<file path="src/rtl/bip_pkg.sv">
// Shared opcode and state definitions for the fetch controller and decoder.
package bip_pkg;

  // Defined opcodes; anything above OP_LAST is undefined and halts the CPU.
  localparam logic [4:0] HALT    = 5'b00000;
  localparam logic [4:0] STO     = 5'b00001;
  localparam logic [4:0] LD      = 5'b00010;
  localparam logic [4:0] LDI     = 5'b00011;
  localparam logic [4:0] ADD     = 5'b00100;
  localparam logic [4:0] ADDI    = 5'b00101;
  localparam logic [4:0] SUB     = 5'b00110;
  localparam logic [4:0] SUBI    = 5'b00111;
  localparam logic [4:0] OP_LAST = 5'd7;

  // Fetch sequencer states.
  typedef enum logic [2:0] {
    ST_IDLE   = 3'd0,
    ST_FETCH  = 3'd1,
    ST_DECODE = 3'd2,
    ST_EXEC   = 3'd3,
    ST_HALT   = 3'd4
  } state_t;

endpackage

</file>
<file path="src/rtl/bip_pc.sv">
// Program counter: synchronous clear, increment enable, wraps modulo 2^PC_W.
module bip_pc #(
  parameter int PC_W = 11
) (
  input  logic            clk,
  input  logic            rst,
  input  logic            clr,
  input  logic            inc,
  output logic [PC_W-1:0] pc
);

  // Clear wins over increment; natural overflow gives the all-ones -> 0 wrap.
  always_ff @(posedge clk or posedge rst) begin
    if (rst) begin
      pc <= '0;
    end else if (clr) begin
      pc <= '0;
    end else if (inc) begin
      pc <= pc + PC_W'(1);
    end
  end

endmodule

</file>
<file path="src/rtl/bip_fetch_ctrl.sv">
// Fetch/sequencing stage: PC, IR, executed-instruction counter and the
// IDLE/FETCH/DECODE/EXEC/HALT sequencer in front of the instruction decoder.
//
// Handshakes: o_rd_en is a one-cycle read request to a synchronous memory;
// i_instr is taken exactly one cycle later (DECODE). o_valid is a one-cycle
// pulse in EXEC; i_WrPC is only looked at while o_valid is high.
module bip_fetch_ctrl
  import bip_pkg::*;
#(
  parameter int N_OP      = 5,
  parameter int N_OPERAND = 11,
  parameter int PC_W      = 11,
  parameter int CNT_W     = 16
) (
  input  logic                      i_clk,
  input  logic                      i_reset,
  input  logic                      i_start,
  input  logic [N_OP+N_OPERAND-1:0] i_instr,
  input  logic                      i_WrPC,
  output logic [PC_W-1:0]           o_pc_addr,
  output logic                      o_rd_en,
  output logic [N_OP-1:0]           o_OPcode,
  output logic [N_OPERAND-1:0]      o_operand,
  output logic                      o_valid,
  output logic                      o_halted,
  output logic                      o_illegal,
  output logic [CNT_W-1:0]          o_instr_count,
  output logic [2:0]                o_state
);

  state_t                    state;
  logic [N_OP+N_OPERAND-1:0] ir;
  logic [CNT_W-1:0]          count;
  logic [N_OP-1:0]           op;
  logic                      op_halt;
  logic                      op_defined;
  logic                      start_ok;
  logic                      pc_clr;
  logic                      pc_inc;

  // Opcode classification of the instruction currently in the IR.
  always_comb begin
    op         = ir[N_OP+N_OPERAND-1:N_OPERAND];
    op_halt    = (op == N_OP'(HALT));
    op_defined = !op_halt && (op <= N_OP'(OP_LAST));
    start_ok   = i_start && ((state == ST_IDLE) || (state == ST_HALT));
    pc_clr     = start_ok;
    pc_inc     = (state == ST_EXEC) && op_defined && i_WrPC;
  end

  bip_pc #(
    .PC_W(PC_W)
  ) u_pc (
    .clk (i_clk),
    .rst (i_reset),
    .clr (pc_clr),
    .inc (pc_inc),
    .pc  (o_pc_addr)
  );

  // Sequencer with IR, counter and registered strobes/status.
  always_ff @(posedge i_clk or posedge i_reset) begin
    if (i_reset) begin
      state     <= ST_IDLE;
      ir        <= '0;
      count     <= '0;
      o_rd_en   <= 1'b0;
      o_valid   <= 1'b0;
      o_halted  <= 1'b0;
      o_illegal <= 1'b0;
    end else begin
      case (state)
        ST_IDLE, ST_HALT: begin
          if (start_ok) begin
            ir        <= '0;
            count     <= '0;
            o_illegal <= 1'b0;
            o_halted  <= 1'b0;
            o_rd_en   <= 1'b1;
            state     <= ST_FETCH;
          end
        end
        ST_FETCH: begin
          o_rd_en <= 1'b0;
          state   <= ST_DECODE;
        end
        ST_DECODE: begin
          ir      <= i_instr;
          o_valid <= 1'b1;
          state   <= ST_EXEC;
        end
        ST_EXEC: begin
          o_valid <= 1'b0;
          if (op_defined) begin
            // Count saturates rather than wrapping; PC handled by bip_pc.
            if (count != '1) count <= count + CNT_W'(1);
            o_rd_en <= 1'b1;
            state   <= ST_FETCH;
          end else begin
            if (!op_halt) o_illegal <= 1'b1;
            o_halted <= 1'b1;
            state    <= ST_HALT;
          end
        end
        default: begin
          state <= ST_IDLE;
        end
      endcase
    end
  end

  assign o_OPcode      = op;
  assign o_operand     = ir[N_OPERAND-1:0];
  assign o_instr_count = count;
  assign o_state       = state;

endmodule

</file>
<file path="config.mk">
export PLATFORM = sky130hd
export DESIGN_NAME = bip_fetch_ctrl
export DESIGN_NICKNAME = d
export VERILOG_FILES = /design/src/rtl/bip_pkg.sv /design/src/rtl/bip_pc.sv /design/src/rtl/bip_fetch_ctrl.sv
export SDC_FILE = /design/constraint.sdc
export NUM_CORES = 1
export LEC_CHECK = 0
export CAP_MARGIN = 20
export CORE_MARGIN = 5
export CORE_UTILIZATION = 40
export CTS_CLUSTER_DIAMETER = 200
export DETAILED_ROUTE_END_ITERATION = 10
export PLACE_DENSITY = 0.79
export SETUP_SLACK_MARGIN = 0.15
export SKIP_LAST_GASP = 1
export SLEW_MARGIN = 10
export SYNTH_ARGS = -nofsm -noshare
export SYNTH_HDL_FRONTEND = slang
export SYNTH_HIERARCHICAL = 1
export SYNTH_SLANG_ARGS = --single-unit
export TNS_END_PERCENT = 20
</file>
<file path="constraint.sdc">
create_clock -name i_clk -period 1.8 [get_ports i_clk]
set_input_delay 0.27 -clock i_clk [delete_from_list [all_inputs] [get_ports i_clk]]
set_output_delay 0.27 -clock i_clk [all_outputs]
set_load 0.01 [all_outputs]
</file>
==> results.md <==
* Outcome: finished with violations
* Failing checks: negative setup slack
* Leak at 1.75 nW
* Reg clk slew, reported paths at 0.10 ns
* Port bufs at 69
* Max-slew violations at 0
* DRT Pass-1 Iters at 4
* Number of vias per cell at 5.52
* Final setup skew at 0.0121 ns
* Switching Share at 35.7%
* Clk sinks at 50
* Wire per inst at 17.1 microns
* Cell area after synthesis at 0.00248 sq mm
* Async SR Flop Fraction at 100%
* Total GRT Usage at 18.5%
* Critical Path Source Type: flip-flop
* Synthesized flop and latch total at 50
* H-tree Lvls at 2
* Die area at 0.00788 sq mm
* Clock root cell: clkbuf_8
* Antenna-violating nets left at 0
* Final setup TNS at -0.432 ns
* CTS Buf Count at 5
* Crit end category: flip-flop
* Fin area at 0.00408 sq mm
* Detailed-route DRC error count at 0
* Post-synthesis xor/xnor area fraction at 1.77%
* Fillers at 430
* Setup violations, final at 13
* Worst IR Drop VDD at 0.000843 V
* Nets at 382
* Grt ovf at 0
* Simple-gate share of the synthesized area at 20.8%
* Synth Instances at 237
* DR iter-0 viols at 112
* Highest net fanout along the worst path at 14
* R2r setup slk at -0.06 ns
* Compound-Gate Fraction of Synth Area at 16.2%
* CP Data Required Time at 1.98 ns
* CORE AREA at 0.00599 sq mm
* Yosys warnings at 6
* Unique masters post-synth at 46
* Fin Hold WS at 0.278 ns
* Placed cell area at 0.00360 sq mm
* Initial antenna violation count at 0
* Final worst-path cycle share at 104%
* Clk pwr share at 15.0%
* Gpl congestion at 0.781
* Worst-case clock buffer depth at 2
* Adder-cell share of the synthesized area at 1.01%
* Placed cell count at 411
* Sequential share of power at 31.1%
* Rows at 28
* Power density over the cells at 1290 mW/mm^2
* Pin count of the biggest net entering global routing at 40
* Slew @ Worst Pin at 0.640 ns
* Total length of routed wires at 7460 microns
* Layout Cells excl Fill at 436
* Final HPWL DP at 4940 microns
* Share of cells above drive strength 1 at 31.0%
* Comb pwr share at 53.9%
* Vias at 2,405
* FMAX at 0.536 GHz
* Hold/Removal Path Class: in2async
* RSZ-0062 raised after global routing: yes
* Latest clock arrival within the worst-skew pair at 0.31 ns
* Crit path max-delay cell type: dfrtp_1
* Die X at 88.8 microns
* Final Core Density at 68.2%
* P_int at 3.40 mW
* Top-level port count at 70
* Top FF cell, synth: dfrtp_1
* WP data arrival at 2.05 ns
* Worst path cell trace: nand3b_2, o41a_1, buf_12, buf_12, o41ai_4, o41ai_2
* R2R Path End: o_instr_count[10]
* Total power at 5.28 mW
* CP dominant cell by count: buf_12
* Vias in the first global route at 2,436
* CTS Hold Bufs at 0
* TritonCTS clock tree: built
* Crit path kind: reg2reg
* Most common cell after layout, fill and taps aside: clkdlybuf4s50_1
* Final hold vios at 0
* Max cap viols at 0
* First-pass GRT wire length at 11,600 microns
* Reg-to-reg startpoint: o_state[2]
* Die height at 88.8 microns
* Number of flops mapped to enable cells by yosys at 0
* Net Switching at 1.89 mW
* Synthesized area per cell at 10.5 sq um
* Multiplexer share of the synthesized area at 5.80%
* Min Tclk post-route at 1.86 ns
* Min setup slack post-route at -0.0640 ns
* ANT cells at 0
* Commonest cells after routing, fill and taps aside: clkdlybuf4s50_1, buf_4, dfrtp_1, nand2_1
* Crit path launch: o_state[2]
* Starting density of the core at 41.4%
* Rel. slew slack at 57.3%
* Dpl ws at -0.375 ns
* Largest stage delay, worst path at 0.43 ns
* Largest family of logic cells by synthesized area: simple AND/OR/NAND/NOR gates
* Seq/Total Area, Yosys at 50.4%
* Worst Reg2Reg Path Length in Cells at 6
* Syn nets at 259
* Area growth from synthesis to layout at 64.6%
power by group through the flow:
| stage | combinational (mW) | clock, mW | sequential, mW |
|---|---|---|---|
| after detailed placement | 2.38 | 0 | 1.65 |
| after global routing | 3.06 | 0.848 | 1.69 |
| final | 2.85 | 0.795 | 1.64 |
| after CTS | 2.57 | 0.797 | 1.63 |
| after floorplan | 1.03 | 0 | 1.76 |
| after global placement | 2.31 | 0 | 1.65 |
state kept, by name, indices dropped and copies added, names as in the netlist:
name	cells
ir	16
o_instr_count	16
u_pc/pc	11
o_state	3
o_halted	1
o_illegal	1
o_rd_en	1
o_valid	1
repair_timing:
item / CTS / global route
setup endpoints to repair: 43 / 38
hold endpoints to repair: 0 / 0
setup buffers: 6 / 11
pin swaps: 1 / 5
gates resized for setup: 12 / 28
how the worst max path moves through the flow:
stage,to,slack [ns],depth (start not counted)
after floorplan,u_pc/pc[7],-0.03,7
after CTS,u_pc/pc[9],-0.06,6
after global placement,o_instr_count[11],-0.30,6
final,o_instr_count[10],-0.06,6
after detailed placement,ir[7],-0.38,5
after global routing,o_instr_count[10],-0.15,6
worst max-delay path, delay by kind of cell, from the launching register on:
kind | cells | cell delay (ns)
buffers and inverters | 2 | 0.31
and+or+nand+nor | 1 | 0.25
DFF | 1 | 0.43
AOI/OAI and AO/OA | 3 | 0.73
cell type report:
type	instances	area, sq um	area share (%)
multi-input cells	169	1400	34.2
flip-flops and latches	50	1250	30.7
repair buffers	128	1200	29.4
well taps	75	93.8	2.30
clock buffers	5	68.8	1.69
clock inverters	3	40.0	0.980
inverters	6	27.5	0.674
logic make-up after synthesis:
| group | Yosys count |
|---|---|
| adders and majority gates | 2 |
| DFF | 50 |
| xor gates and xnor gates | 5 |
| AOI/OAI and AO/OA | 54 |
| and+or+nand+nor | 94 |
| muxes | 14 |
| buffers and inverters | 18 |
cells in the mapped netlist, types with 3 or more instances:
| cell | number | area (sq um) |
|---|---|---|
| nor3_1 | 4 | 20.0 |
| mux2_2 | 3 | 33.8 |
| o41ai_1 | 4 | 35.0 |
| and4_1 | 3 | 26.3 |
| nor2b_1 | 4 | 25.0 |
| nand2b_1 | 9 | 56.3 |
| or4_1 | 5 | 37.5 |
| a21oi_1 | 10 | 50.1 |
| nand4_1 | 8 | 50.1 |
| buf_6 | 3 | 33.8 |
| nand2_1 | 19 | 71.3 |
| nor2_1 | 19 | 71.3 |
| a211oi_1 | 5 | 37.5 |
| buf_2 | 3 | 15.0 |
| mux2i_1 | 11 | 110 |
| clkbuf_1 | 5 | 18.8 |
| inv_1 | 5 | 18.8 |
| nand3_1 | 7 | 35.0 |
| xor2_1 | 3 | 26.3 |
| o21ai_0 | 6 | 30.0 |
| nor4_1 | 4 | 25.0 |
| dfrtp_1 | 50 | 1250 |
| o31ai_1 | 5 | 37.5 |
| a22o_1 | 16 | 140 |
metal layers:
layer / part of all wire [%] / global-route usage, % / wire (microns) / vias up
li1: - / - / - / 1123
met1: 41 / 23.3 / 3080 / 1191
met2: 50 / 31.6 / 3740 / 81
met3: 7.4 / 5.68 / 549 / 10
met4: 1.1 / 3.57 / 84 / 0
met5: 0 / 0 / 0 / -
(Power assumes the default switching activity.)
